==> config.mk <==
export PLATFORM = sky130hd
export DESIGN_NAME = pc_sequencer
export DESIGN_NICKNAME = d
export VERILOG_FILES = /design/src/rtl/pc_sequencer_pkg.sv /design/src/rtl/pc_return_stack.sv /design/src/rtl/pc_sequencer.sv
export SDC_FILE = /design/constraint.sdc
export NUM_CORES = 1
export LEC_CHECK = 0
export BUFFER_PORTS_ARGS = -buffer_cell sky130_fd_sc_hd__buf_4
export CAP_MARGIN = 10
export CORE_MARGIN = 2
export CORE_UTILIZATION = 45
export DETAILED_ROUTE_END_ITERATION = 16
export PLACE_DENSITY = 0.65
export SLEW_MARGIN = 20
export SYNTH_ARGS = -nofsm -noshare
export SYNTH_HDL_FRONTEND = slang
export SYNTH_SLANG_ARGS = --single-unit
export TNS_END_PERCENT = 1
==> constraint.sdc <==
create_clock -name clk -period 4.77 [get_ports clk]
set_input_delay 1.1925 -clock clk [delete_from_list [all_inputs] [get_ports clk]]
set_output_delay 1.1925 -clock clk [all_outputs]
set_load 0.02 [all_outputs]
==> src/rtl/pc_sequencer_pkg.sv <==
// Shared encodings for the MAP program-counter sequencer.
// Covers opcodes, fault codes and FSM states.
package pc_sequencer_pkg;

    typedef enum logic [2:0] {
        OP_NEXT   = 3'd0,
        OP_BR_REL = 3'd1,
        OP_JMP    = 3'd2,
        OP_CALL   = 3'd3,
        OP_RET    = 3'd4,
        OP_HOLD   = 3'd5
    } op_e;

    typedef enum logic [1:0] {
        FC_NONE      = 2'd0,
        FC_OVERFLOW  = 2'd1,
        FC_UNDERFLOW = 2'd2
    } fault_e;

    typedef enum logic [1:0] {
        ST_BOOT  = 2'd0,
        ST_RUN   = 2'd1,
        ST_FAULT = 2'd2
    } state_e;

endpackage

==> src/rtl/pc_return_stack.sv <==
// LIFO return-address stack used by pc_sequencer for CALL/RET.
// The caller guarantees that push and pop are never asserted together.
module pc_return_stack #(
    parameter int PC_W        = 8,
    parameter int STACK_DEPTH = 4,
    localparam int DEPTH_W    = $clog2(STACK_DEPTH) + 1,
    localparam int IDX_W      = $clog2(STACK_DEPTH)
) (
    input  logic               clk,
    input  logic               rst,
    input  logic               push_i,
    input  logic               pop_i,
    input  logic [PC_W-1:0]    push_data_i,
    output logic [PC_W-1:0]    top_o,
    output logic [DEPTH_W-1:0] depth_o,
    output logic               full_o,
    output logic               empty_o
);

    logic [PC_W-1:0]    mem_q [STACK_DEPTH];
    logic [DEPTH_W-1:0] depth_q;
    logic [IDX_W-1:0]   wr_idx;
    logic [IDX_W-1:0]   rd_idx;

    assign wr_idx = depth_q[IDX_W-1:0];
    assign rd_idx = wr_idx - IDX_W'(1);

    always_ff @(posedge clk or posedge rst) begin
        if (rst) begin
            depth_q <= '0;
        end else if (push_i) begin
            depth_q <= depth_q + DEPTH_W'(1);
        end else if (pop_i) begin
            depth_q <= depth_q - DEPTH_W'(1);
        end
    end

    // Contents are meaningless after reset, so the array carries no reset.
    always_ff @(posedge clk) begin
        if (push_i) begin
            mem_q[wr_idx] <= push_data_i;
        end
    end

    assign top_o   = mem_q[rd_idx];
    assign depth_o = depth_q;
    assign full_o  = (depth_q == DEPTH_W'(STACK_DEPTH));
    assign empty_o = (depth_q == '0);

endmodule

==> src/rtl/pc_sequencer.sv <==
// Program-counter controller: sequential step, relative branch, jump, call/return,
// with a hardware return stack and a sticky overflow/underflow fault state.
module pc_sequencer
    import pc_sequencer_pkg::*;
#(
    parameter int              PC_W        = 8,
    parameter int              STACK_DEPTH = 4,
    parameter logic [PC_W-1:0] RESET_PC    = '0,
    localparam int             DEPTH_W     = $clog2(STACK_DEPTH) + 1
) (
    input  logic               clk,
    input  logic               rst,
    input  logic               iEn,
    input  logic [2:0]         iOp,
    input  logic               iCond,
    input  logic [PC_W-1:0]    iOffset,
    input  logic [PC_W-1:0]    iTarget,
    input  logic               iClrFault,
    output logic [PC_W-1:0]    oPC,
    output logic [PC_W-1:0]    oPCNext,
    output logic               oValid,
    output logic [DEPTH_W-1:0] oDepth,
    output logic               oStackFull,
    output logic               oStackEmpty,
    output logic               oFault,
    output logic [1:0]         oFaultCode,
    output logic [1:0]         oState
);

    state_e          state_q;
    fault_e          code_q;
    fault_e          fault_req;
    logic [PC_W-1:0] pc_q;
    logic [PC_W-1:0] pc_d;
    logic [PC_W-1:0] add_b;
    logic [PC_W-1:0] sum;
    logic            push;
    logic            pop;
    logic [PC_W-1:0] top;
    logic            full;
    logic            empty;

    pc_return_stack #(
        .PC_W        (PC_W),
        .STACK_DEPTH (STACK_DEPTH)
    ) u_stack (
        .clk         (clk),
        .rst         (rst),
        .push_i      (push),
        .pop_i       (pop),
        .push_data_i (sum),
        .top_o       (top),
        .depth_o     (oDepth),
        .full_o      (full),
        .empty_o     (empty)
    );

    // One adder serves step, taken branch and the CALL return address (PC+1).
    always_comb begin
        add_b     = ((iOp == OP_BR_REL) && iCond) ? iOffset : PC_W'(1);
        sum       = pc_q + add_b;
        pc_d      = pc_q;
        push      = 1'b0;
        pop       = 1'b0;
        fault_req = FC_NONE;
        if ((state_q == ST_RUN) && iEn) begin
            case (iOp)
                OP_NEXT, OP_BR_REL: pc_d = sum;
                OP_JMP:             pc_d = iTarget;
                OP_CALL: begin
                    if (full) begin
                        fault_req = FC_OVERFLOW;
                    end else begin
                        push = 1'b1;
                        pc_d = iTarget;
                    end
                end
                OP_RET: begin
                    if (empty) begin
                        fault_req = FC_UNDERFLOW;
                    end else begin
                        pop  = 1'b1;
                        pc_d = top;
                    end
                end
                default: ;
            endcase
        end
    end

    always_ff @(posedge clk or posedge rst) begin
        if (rst) begin
            state_q <= ST_BOOT;
            pc_q    <= RESET_PC;
            code_q  <= FC_NONE;
        end else begin
            case (state_q)
                ST_BOOT: state_q <= ST_RUN;
                ST_RUN: begin
                    pc_q <= pc_d;
                    if (fault_req != FC_NONE) begin
                        state_q <= ST_FAULT;
                        code_q  <= fault_req;
                    end
                end
                ST_FAULT: begin
                    if (iClrFault) begin
                        state_q <= ST_RUN;
                        code_q  <= FC_NONE;
                    end
                end
                default: state_q <= ST_BOOT;
            endcase
        end
    end

    assign oPC         = pc_q;
    assign oPCNext     = pc_d;
    assign oValid      = (state_q == ST_RUN);
    assign oFault      = (state_q == ST_FAULT);
    assign oFaultCode  = code_q;
    assign oStackFull  = full;
    assign oStackEmpty = empty;
    assign oState      = state_q;

endmodule

==> metrics.txt <==
Setup Skew=3.77 ps; synthesized cell area=2490 sq um; Worst-Margin Slew=677 ps; IO Pins=51; crit path to=oPCNext[6]; worst setup path start=iOp[2]; TritonRoute pass-1 iters=5; setup ws final=111 ps; share of cells above drive strength 1=0.345; CP Max Fanout=8; post-route design area=3090 sq um; detailed placement HPWL=4.08 mm; Arrival @ worst endpoint=3470 ps; highest-count cells in the layout ignoring fill and taps=buf_4, edfxtp_1, o21ai_0, dfrtp_1; post-synth cell types=44; Synth Instances=195; status=finished, final reports clean; die height=78.4 um; Final nets=291; f_max=215 MHz; die width=78.4 um; worst vdd ir=0.000264 V; Compound-Gate Fraction of Synth Area=0.127; detailed-route via count=1819; H-tree Lvls=2; Port Buffer Count=50; Reg2Reg Depth=10; Fin. Hold Viols=0; mux cell area share after synthesis=0.0809; Pleak=0.00133 uW; first-pass GRT wire length=8.80 mm; CTS tree=done; Clock Sinks=47; ys async rst share=0.319; Bufs on Longest Clock Path=2; Root Driver=clkbuf_8; clk_lat worst skew=300 ps; startpoint types=input pin; R2R Path End=u_stack.depth_o[2]$_DFFE_PP0P_; Hold Crit Depth=2; power density cells=536 nW/um^2; Wirelength per Cell=16.6 um; commonest non-fill, non-tap cell in the layout=buf_4; Syn Area/Cell=12.8 sq um; crit path time final=4660 ps; Final Setup Violations=0; sequential fraction of the synthesis area=0.537; GPL Wtd Cong=0.796; clk slew on worst S/H paths=100 ps; ANT nets after route=0; Syn Nets=232; number of vias per cell=5.56; worst hold path class=flip-flop to flip-flop; MaxCap Viol Count=0; Synth Warn #=0; n_diodes=0; Setup CP Type=input pin to primary output; area of the core=5440 sq um; Synth area leaders=edfxtp_1, dfrtp_1, mux4_2; Synth Area in Adders=0.0714; cell taking the most area after synthesis=edfxtp_1; Max-slew headroom=0.545; setup slack, reg-to-reg=2570 ps; initial antenna violation count=0; Starting DRT DRC Count=103; pin count of the biggest net entering global routing=19; Layout area overhead=24.2%; total clock buffers created by CTS=5; Residual DRC=0; Tot GR Track Use=0.187; WP data required=3580 ps; vias in the first global route=1721; RSZ-0062 raised after global routing=yes; #FFs+latches synth=47; worst r2r src=u_stack.depth_o[1]$_DFFE_PP0P_; Max Slew Vio Count=0; Die Footprint=6140 sq um; xor/xnor share of the synthesized area=0.0277; EDFF count, synth=32; total grt overflow=0; DP Worst Slack=32.2 ps; starting density of the core=0.458; largest family of logic cells by synthesized area=compound AO/OA/AOI/OAI gates; Period Utilization, post-route=0.977; crit path capture type=primary output; Placed Area=2960 sq um; Synth top area share=0.386; Post-Synth Simple-Gate Area=0.122; WL final=5.41 mm; site row count=27; ys flop type=edfxtp_1
## worst min path at each step
stage,from,to,slack [ps]
6_report,oFaultCode[0]$_DFFE_PP0P_,oFaultCode[0]$_DFFE_PP0P_,520
4_1_cts,oFaultCode[0]$_DFFE_PP0P_,oFaultCode[0]$_DFFE_PP0P_,520
3_3_place_gp,oFaultCode[0]$_DFFE_PP0P_,oFaultCode[0]$_DFFE_PP0P_,490
2_1_floorplan,oState[1]$_DFFE_PP0P_,oState[0]$_DFFE_PP0P_,600
5_1_grt,oFaultCode[0]$_DFFE_PP0P_,oFaultCode[0]$_DFFE_PP0P_,540
3_5_place_dp,oFaultCode[0]$_DFFE_PP0P_,oFaultCode[0]$_DFFE_PP0P_,500
## cell usage after synthesis (3+ instances only)
cell,number
a221o_1,6
and2_1,4
o21ai_0,16
a21oi_1,5
mux4_2,8
nand2_1,11
nor2b_1,3
inv_1,11
nor2_1,10
ha_1,11
dfrtp_1,15
and2_2,5
edfxtp_1,32
nand4_1,3
xnor2_1,5
a222oi_1,5
nand3_1,5
a21o_1,3
o22ai_1,3
o21ai_1,3
a22oi_1,3
## metal layers
layer | track usage | share of wire | vias up
met5 | 0 | 0 | -
met4 | 0.0263 | 0.0070 | 0
met3 | 0.0356 | 0.055 | 4
met2 | 0.314 | 0.49 | 52
met1 | 0.260 | 0.44 | 905
li1 | - | - | 858
## stage by stage
step                      instances  setup TNS [ps]   util  total power [uW]  hold WS, ps
after CTS                       325               0  0.563              1670          520
after global placement          317               0  0.545              1390          491
after global routing            327           -9.77  0.568              1760          538
after detailed placement        317               0  0.545              1400          497
final                           327               0  0.568              1660          516
after floorplan                 195               0      -              1100          603
## registers in the layout, indices dropped and copies added (netlist names)
| name | cells |
|---|---|
| u_stack.depth_o | 3 |
| oPC | 8 |
| oFaultCode | 2 |
| u_stack.mem_q | 32 |
| oState | 2 |
## where the power goes
group	switching (uW)	internal, uW
Combinational	438	357
Clock	151	113
Sequential	58.8	541
Total	648	1010
## critical path: stages
cell      delay [ps]
buf_4            140
and4bb_4         370
or2b_1           240
ha_1             190
inv_1             70
fa_2             200
nor2b_1           60
o31a_1           270
o22ai_2          140
xnor2_1          100
a221o_1          340
buf_4            160
## area by class of cell
| cell class | count | area [sq um] |
|---|---|---|
| clock buffer | 5 | 68.8 |
| clock inverter | 3 | 31.3 |
| sequential | 47 | 1340 |
| inverter | 11 | 41.3 |
| tap | 72 | 90.1 |
| timing repair buffer | 59 | 443 |
| fill | 459 | 2350 |
| multi-input combinational | 130 | 1080 |
## repair_timing
item / 4_1_cts / 5_1_grt
hold buffers: 0 / 0
setup endpoints to repair: 0 / 2
setup buffers: 0 / 2
gates resized for setup: 0 / 4
## cells by family (layout without fill, tap and decap cells)
| family | Yosys count | count (layout) |
|---|---|---|
| simple gates | 53 | 53 |
| xor+xnor | 7 | 7 |
| flops | 47 | 47 |
| fa+ha+maj | 13 | 13 |
| mux | 10 | 10 |
| compound gates | 47 | 47 |
| buf+inv | 18 | 78 |
(Power assumes the default switching activity.)
